## src/rtl/iter_mult_if.sv

```systemverilog
// Request/response bundle for the iterative multiplier.
// The module drives product/done/busy. The requester drives the rest.
interface iter_mult_if #(
    parameter int WIDTH = 64
);
    logic                 start;
    logic                 signed_mode;
    logic [WIDTH-1:0]     mcand;
    logic [WIDTH-1:0]     mplier;
    logic [2*WIDTH-1:0]   product;
    logic                 done;
    logic                 busy;

    modport master (
        output start, signed_mode, mcand, mplier,
        input  product, done, busy
    );

    modport slave (
        input  start, signed_mode, mcand, mplier,
        output product, done, busy
    );
endinterface

```

## src/rtl/iter_mult.sv

```systemverilog
// Iterative multiplier: retires RADIX_BITS multiplier bits per cycle, N = WIDTH/RADIX_BITS cycles.
// Supports unsigned and two's-complement operation, and registers the full 2*WIDTH product.
module iter_mult #(
    parameter int WIDTH      = 64,
    parameter int RADIX_BITS = 8
) (
    input logic        clock,
    input logic        reset,
    iter_mult_if.slave bus
);
    localparam int N     = WIDTH / RADIX_BITS;
    localparam int PW    = 2 * WIDTH;
    localparam int CNT_W = (N > 1) ? $clog2(N) : 1;

    if (WIDTH < 2) begin : g_bad_width
        $error("iter_mult: WIDTH must be at least 2");
    end
    if (WIDTH % RADIX_BITS != 0) begin : g_bad_radix
        $error("iter_mult: WIDTH must be a multiple of RADIX_BITS");
    end

    typedef enum logic [1:0] {IDLE, BUSY, DONE} state_t;

    state_t                state;
    state_t                next_state;
    logic                  accept;
    logic                  last;
    logic [CNT_W-1:0]      count;
    logic                  signed_q;
    logic [PW-1:0]         mcand_sh;
    logic [WIDTH-1:0]      mplier_sh;
    logic [PW-1:0]         acc;
    logic [PW-1:0]         acc_next;
    logic [PW-1:0]         product_q;
    logic                  done_q;
    logic                  busy_q;
    logic [RADIX_BITS-1:0] slice;
    logic                  slice_neg;
    logic [PW-1:0]         slice_wide;

    always_ff @(posedge clock) begin
        if (reset) state <= IDLE;
        else       state <= next_state;
    end

    always_comb begin
        next_state = state;
        accept     = 1'b0;
        last       = 1'b0;
        case (state)
            IDLE, DONE: begin
                if (bus.start) begin
                    accept     = 1'b1;
                    next_state = BUSY;
                end
            end
            BUSY: begin
                last = (count == CNT_W'(N - 1));
                if (last) next_state = DONE;
            end
            default: next_state = IDLE;
        endcase
    end

    // In signed mode the top slice carries the multiplier's negative MSB weight, so it
    // is sign-extended. All lower slices are unsigned digits. mcand is pre-extended to PW.
    always_comb begin
        slice      = mplier_sh[RADIX_BITS-1:0];
        slice_neg  = signed_q & last & slice[RADIX_BITS-1];
        slice_wide = {{(PW - RADIX_BITS){slice_neg}}, slice};
        acc_next   = acc + mcand_sh * slice_wide;
    end

    always_ff @(posedge clock) begin
        if (reset) begin
            count     <= '0;
            signed_q  <= 1'b0;
            mcand_sh  <= '0;
            mplier_sh <= '0;
            acc       <= '0;
            product_q <= '0;
            done_q    <= 1'b0;
            busy_q    <= 1'b0;
        end else begin
            if (accept) begin
                mcand_sh  <= bus.signed_mode ? {{WIDTH{bus.mcand[WIDTH-1]}}, bus.mcand}
                                             : {{WIDTH{1'b0}}, bus.mcand};
                mplier_sh <= bus.mplier;
                signed_q  <= bus.signed_mode;
                acc       <= '0;
                count     <= '0;
            end else if (state == BUSY) begin
                acc       <= acc_next;
                mcand_sh  <= mcand_sh << RADIX_BITS;
                mplier_sh <= mplier_sh >> RADIX_BITS;
                count     <= count + CNT_W'(1);
                if (last) product_q <= acc_next;
            end
            busy_q <= (next_state == BUSY);
            done_q <= (next_state == DONE);
        end
    end

    assign bus.product = product_q;
    assign bus.done    = done_q;
    assign bus.busy    = busy_q;
endmodule

```

## src/flat_wrapper.sv

```systemverilog
// flat-port wrapper written by rule: the top's interface ports become plain ports
module iter_mult_flat 
#(
    parameter int WIDTH      = 64,
    parameter int RADIX_BITS = 8
)
  (clock, reset, bus_start, bus_signed_mode, bus_mcand, bus_mplier, bus_product, bus_done, bus_busy);
  iter_mult_if #(.WIDTH(WIDTH)) bus_i ();
  input logic clock;
  input logic reset;
  input wire logic [$bits(bus_i.start)-1:0] bus_start;
  input wire logic [$bits(bus_i.signed_mode)-1:0] bus_signed_mode;
  input wire logic [$bits(bus_i.mcand)-1:0] bus_mcand;
  input wire logic [$bits(bus_i.mplier)-1:0] bus_mplier;
  output wire logic [$bits(bus_i.product)-1:0] bus_product;
  output wire logic [$bits(bus_i.done)-1:0] bus_done;
  output wire logic [$bits(bus_i.busy)-1:0] bus_busy;
  assign bus_i.start = bus_start;
  assign bus_i.signed_mode = bus_signed_mode;
  assign bus_i.mcand = bus_mcand;
  assign bus_i.mplier = bus_mplier;
  assign bus_product = bus_i.product;
  assign bus_done = bus_i.done;
  assign bus_busy = bus_i.busy;
  iter_mult #(.WIDTH(WIDTH), .RADIX_BITS(RADIX_BITS)) u_core (.clock(clock), .reset(reset), .bus(bus_i));
endmodule
```

## config.mk

```make
export PLATFORM = sky130hd
export DESIGN_NAME = iter_mult_flat
export DESIGN_NICKNAME = d
export VERILOG_FILES = /design/src/rtl/iter_mult_if.sv /design/src/rtl/iter_mult.sv /design/src/flat_wrapper.sv
export SDC_FILE = /design/constraint.sdc
export NUM_CORES = 2
export LEC_CHECK = 0
export BUFFER_PORTS_ARGS = -buffer_cell sky130_fd_sc_hd__buf_2
export CAP_MARGIN = 15
export CORE_UTILIZATION = 30
export DETAILED_ROUTE_END_ITERATION = 8
export GPL_TIMING_DRIVEN = 0
export PLACE_DENSITY = 0.43
export SYNTH_ARGS = -nofsm -noshare
export SYNTH_HDL_FRONTEND = slang
export SYNTH_SLANG_ARGS = --single-unit
```

## constraint.sdc

```tcl
create_clock -name clock -period 7.6 [get_ports clock]
set_input_delay 1.14 -clock clock [delete_from_list [all_inputs] [get_ports clock]]
set_output_delay 1.14 -clock clock [all_outputs]
set_load 0.005 [all_outputs]
```

# == Word-level counts from Yosys, hierarchy flattened ==
# Cells that the tools add are included.
# W data, S select, Z words.
# totals
register_bits,456
in_bits,132
out_inout_bits,130
elab_cells,36
# op_classes
n_addsub,2
mul,1
n_eq_ne,5
muxes,11
bitwise_logic,3
reduce_logical,5
# op_table
op,count
$mux W128,3
$add A128 B128 Y128,1
$mul A128 B9 Y128,1
$mux W64,2
$eq A2 B1 Y1 const B,2
$eq A2 B2 Y1 const B,2
$mux W2,2
$pmux W2 S2,1
$reduce_or A2 Y1,2
$add A3 B1 Y3 const B,1
$eq A3 B3 Y1 const B,1
$mux W1,3
$reduce_and A3 Y1,1
$and A1 B1 Y1,2
$logic_not A2 Y1,1
$reduce_bool A2 Y1,1
$not A1 Y1,1

# == Depth between registers and ports, before layout ==
# depth
ltp_word,6
mapped_depth,30
mapped_depth_nobuf,26

# == Least setup slack after synthesis ==
# No wires, ideal clock.
# synth_timing
kind,flip-flop to flip-flop
start,register u_core.count[0]
end,register u_core.acc[127]
setup_ns,0.132
arrival_ns,7.197
required_ns,7.468
slack_ns,0.270
stages_incl_launch_ff,31
path_buffers,4
synth_period_minus_slack_ns,7.330
path_cell_list,dfxtp_1 -> ha_1 -> ha_1 -> and2_1 -> nand3_1 -> clkbuf_1 -> clkbuf_1 -> clkbuf_1 -> nor2_1 -> fa_1 -> inv_1 -> fa_1 -> fa_1 -> fa_1 -> inv_1 -> fa_1 -> ha_1 -> clkbuf_1 -> a21oi_1 -> nor2_1 -> or3b_2 -> a311o_1 -> a211oi_2 -> nor3_1 -> nor3_1 -> o31a_1 -> a2111o_1 -> a21oi_1 -> or3_1 -> nand3_1 -> a21oi_1
# synth_via
elab_chain_cells,6
# synth_rtl
item,line_no,text
from (decl),iter_mult.sv:28,logic [CNT_W-1:0] count;
from (signal assigned),iter_mult.sv:96,count <= count + CNT_W'(1);
$eq A3 B3 Y1,iter_mult.sv:58,last = (count == CNT_W'(N - 1));
$mux W1,iter_mult.sv:50,case (state)
$and A1 B1 Y1 (2 in series),iter_mult.sv:69,slice_neg = signed_q & last & slice[RADIX_BITS-1];
$mul A128 B9 Y128,iter_mult.sv:71,acc_next = acc + mcand_sh * slice_wide;
$add A128 B128 Y128,iter_mult.sv:71,
to (signal assigned),iter_mult.sv:93,acc <= acc_next;
to (decl),iter_mult.sv:32,logic [PW-1:0] acc;
# Every way passes these cells.
# A chain may end at the register's enable or synchronous reset.

# == Final worst setup path ==
# layout_timing
start,register u_core.count[1]
end,"register u_core.product_q[127], in the netlist u_core.bus.product[127]"
# layout_via
elab_chain_cells,6
word_cells_on_any_way,7
cone_classes,add/sub: 1; mul: 1; eq/ne: 1; mux: 1; bitwise: 2; reduce/logical: 1
# layout_rtl
item,line_no,text
$eq A3 B3 Y1 (*),iter_mult.sv:58,
$mux W1 (*),iter_mult.sv:50,
$and A1 B1 Y1 (2 in series),iter_mult.sv:69,
$mul A128 B9 Y128,iter_mult.sv:71,
$add A128 B128 Y128,iter_mult.sv:71,
to (signal assigned),iter_mult.sv:97,if (last) product_q <= acc_next;
to (decl),iter_mult.sv:34,logic [PW-1:0] product_q;
# Every way passes the cells marked *; elsewhere a longest branch is shown, timed or not.

==> flow_summary_export.csv <==
group,metric,value,unit
yosys,synth_flop_cell,"dfxtp_1",
power,ir_drop,152,uV
global_route,grt_start_max_net_pins,15,
final_layout,stdcell_count,9767,
cts,cts_tree,"built",
routing,drt_iter0_drc,3612,
routing,postRouteAntennaNets,0,
power,leakage,25.9,nW
sta,fmax,127,MHz
sta,tightestPinTransition,1.25,ns
yosys,synthArstFlopShare,0,%
sta,tns,-1.61,ns
floorplan,die_h,435,microns
global_route,grt_pass1_vias,50100,
power,internal_power,5.80,mW
yosys,synth_edf_count,0,
yosys,syn_area_per_cell,8.26,sq um
final_layout,layout_commonest_cell,"inv_1",
floorplan,initial_utilization,30.3,%
final_layout,final_cell_mix,"inv_1, nand2_1, fa_1",
sta,setup_ws,-0.254,ns
final_layout,fin_nets,8603,
setup_path,cp.required,8.22,ns
routing,totalWireLength,238000,microns
global_route,grt_first_pass_wirelength,346000,microns
floorplan,die_w,435,microns
power,power.switching,3.95,mW
routing,drc,0,
cts,cts-root-buf,"clkbuf_16",
floorplan,dieArea,0.189,sq mm
cts,insertion_delay,0.73,ns
final_layout,fillers,19700,
setup_path,crit_type,"flop to flop",
placement,gp_congestion,0.933,
yosys,syn_inst,6820,
sta,finClkSkew,0.0542,ns
run_status,status,"finished with violations",
global_route,antenna_found_initial,27,
sta,setup_viol,12,
placement,portBuffers,260,
power,clkPwrFrac,33.5,%
setup_path,cp_common_cell,"fa_1",
routing,dr_total_vias,48400,
cts,numCtsBuffers,60,
power,combPwrFrac,39.6,%
cts,cts.htree.levels,2,
setup_path,slowest_delay,0.58,ns
sta,finalCritPeriodShare,103,%
setup_path,cp-end-kind,"flop",
routing,vias_per_cell,4.96,
yosys,synth_nets,8196,
cts,clk_pin_slew,0.06,ns
routing,drtPass1Iterations,7,
yosys,synth.top_cell.area_share,34.7,%
yosys,synth_cell_type_count,70,
cts,clock_sinks,456,
floorplan,ios,262,
job,maxCapViolCount,0,
yosys,ys_ff_latch,456,
power,seq_power_share,26.9,%
sta,final_max_slew_viol_count,0,
floorplan,core,0.186,sq mm
sta,fin_crit,7.85,ns
setup_path,setup.worst_path.start_class,"flop",
run_status,failed_checks,"negative setup slack",
yosys,synth_area_leader_cell,"fa_1",
hold_path,min-delay-path-class,"flop to flop",
routing,wl_per_cell,24.3,microns
setup_path,cp_slowest_cell,"fa_1",
sta,grt_setup_unrepaired,"yes",
yosys,synth_area,0.0563,sq mm
global_route,grt_usage,25.0,%
power,power_density,147,mW/mm^2
placement,hpwl,196000,microns
setup_path,critPathMaxFanout,6,
final_layout,drive_gt1_share,12.2,%
sta,maxSlewHeadroom,16.7,%
final_layout,syn_to_final_growth,18.1,%
placement,pre_cts_ws,-3.77,ns
sta,finalHoldViolations,0,
cts,cts_buffer_depth,3,
global_route,overflow,0,
setup_path,crit_arrival,8.47,ns
yosys,yosysWarnings,0,
yosys,netlist_top_cells_area,"fa_1, dfxtp_1, inv_1",
power,switching_share,40.5,%
placement,post-place-cells,9579,
cts,cts-hold-fix-buffers,0,
yosys,seq_area_frac_synth,16.2,%
floorplan,row_count,158,
[cell usage after synthesis (3+ instances only)]
cell         n
nor2_1     388
and2_1     595
nor4_1       6
nand2_1   1090
and4_1       7
o221ai_1     3
o31ai_1      9
ha_1       269
or4_1        4
and3_1       4
a211oi_1    14
o21ai_1      3
a21oi_1    541
a21o_1      70
a31oi_1     13
nor3_1     125
nand4_1     73
buf_1       37
o22ai_1     28
o21ai_0    105
a21boi_0     8
clkbuf_1   437
a22o_1       6
xor2_1      47
a22oi_1     60
o211ai_1     5
o31a_1       5
o21bai_1    56
o21a_1      13
a221oi_1     5
or3_1       10
nand3_1     47
a311oi_1    34
dfxtp_1    456
nand2b_1    21
a311o_1      4
buf_2        5
xnor2_1     89
o41ai_1      3
fa_1       975
inv_1     1102
nor2b_1     13
[power groups by stage]
stage	Clock (mW)	Sequential, mW	Combinational [mW]
6_report	3.27	2.62	3.86
5_1_grt	3.43	2.63	4.25
4_1_cts	3.35	2.62	3.71
3_5_place_dp	0	2.66	3.45
3_3_place_gp	0	2.66	3.45
2_1_floorplan	0	2.62	2.20
[worst max-delay path: cells and delay by family, from the launching register on]
| family | cells | cell delay (ns) |
|---|---|---|
| fa+ha+maj | 8 | 3.20 |
| compound gates | 6 | 2.01 |
| simple gates | 9 | 1.43 |
| buf+inv | 6 | 0.72 |
| flops | 1 | 0.33 |
[repair_timing]
action                                  4_1_cts  5_1_grt
endpoints found under the setup margin      217       92
gates resized for setup                     374      220
pin swaps                                    73       86
gates cloned                                  2        0
buffers inserted                             55       50
[final timing paths]
kind              slack [ns]                       to  cells past startpoint              startpoint
hold / removal          0.45   u_core.bus.product[13]                      2  u_core.bus.product[13]
setup reg to reg       -0.25  u_core.bus.product[127]                     29         u_core.count[1]
hold reg to reg         0.45   u_core.bus.product[13]                      2  u_core.bus.product[13]
setup / recovery       -0.25  u_core.bus.product[127]                     29         u_core.count[1]
[flip-flops by register name (all words and copies together), names as in the netlist]
signal and count:
u_core.bus.busy 1, u_core.state 2, u_core.count 3, u_core.signed_q 1, u_core.acc 128, u_core.bus.done 1
u_core.bus.product 128, u_core.mcand_sh 128, u_core.mplier_sh 64
[stage by stage]
| stage | utilization [%] | power, mW | area (sq um) | hold WS (ns) |
|---|---|---|---|---|
| global placement | 32.6 | 6.12 | 60700 | 0.440 |
| finish | 35.7 | 9.75 | 66500 | 0.449 |
| CTS | 35.1 | 9.68 | 65300 | 0.452 |
| detailed placement | 32.8 | 6.12 | 61000 | 0.444 |
| floorplan | - | 4.82 | 56300 | 0.436 |
| global route | 35.7 | 10.3 | 66500 | 0.469 |
[per-layer routing]
metal | share of wire (%) | vias to the layer above | GRT usage, %
met3 | 6.4 | 293 | 3.50
met1 | 42 | 24800 | 32.6
met4 | 4.6 | 0 | 9.98
met2 | 47 | 1514 | 41.4
li1 | - | 21900 | -
met5 | 0 | - | 0
[logic make-up after synthesis]
kind of cell	count (synthesis)	share of synthesized area (%)
AOI/OAI and AO/OA	1009	10.8
xor gates and xnor gates	136	2.12
adders and majority gates	1244	40.6
buffers and inverters	1581	10.5
DFF	456	16.2
muxes	2	0.0378
and+or+nand+nor	2392	19.7
[cell type report]
cell class | count | area [sq um] | area share (%)
Clock buffer | 77 | 1700 | 2.55
Sequential cell | 456 | 9140 | 13.7
Tap cell | 2480 | 3100 | 4.67
Antenna cell | 13 | 32.5 | 0.0489
Clock inverter | 32 | 469 | 0.706
Timing Repair Buffer | 385 | 2640 | 3.96
Inverter | 1102 | 4140 | 6.22
Multi-Input combinational cell | 4783 | 43300 | 65.1
Buffer | 439 | 2020 | 3.04
Power figures use the tool's default switching activity.
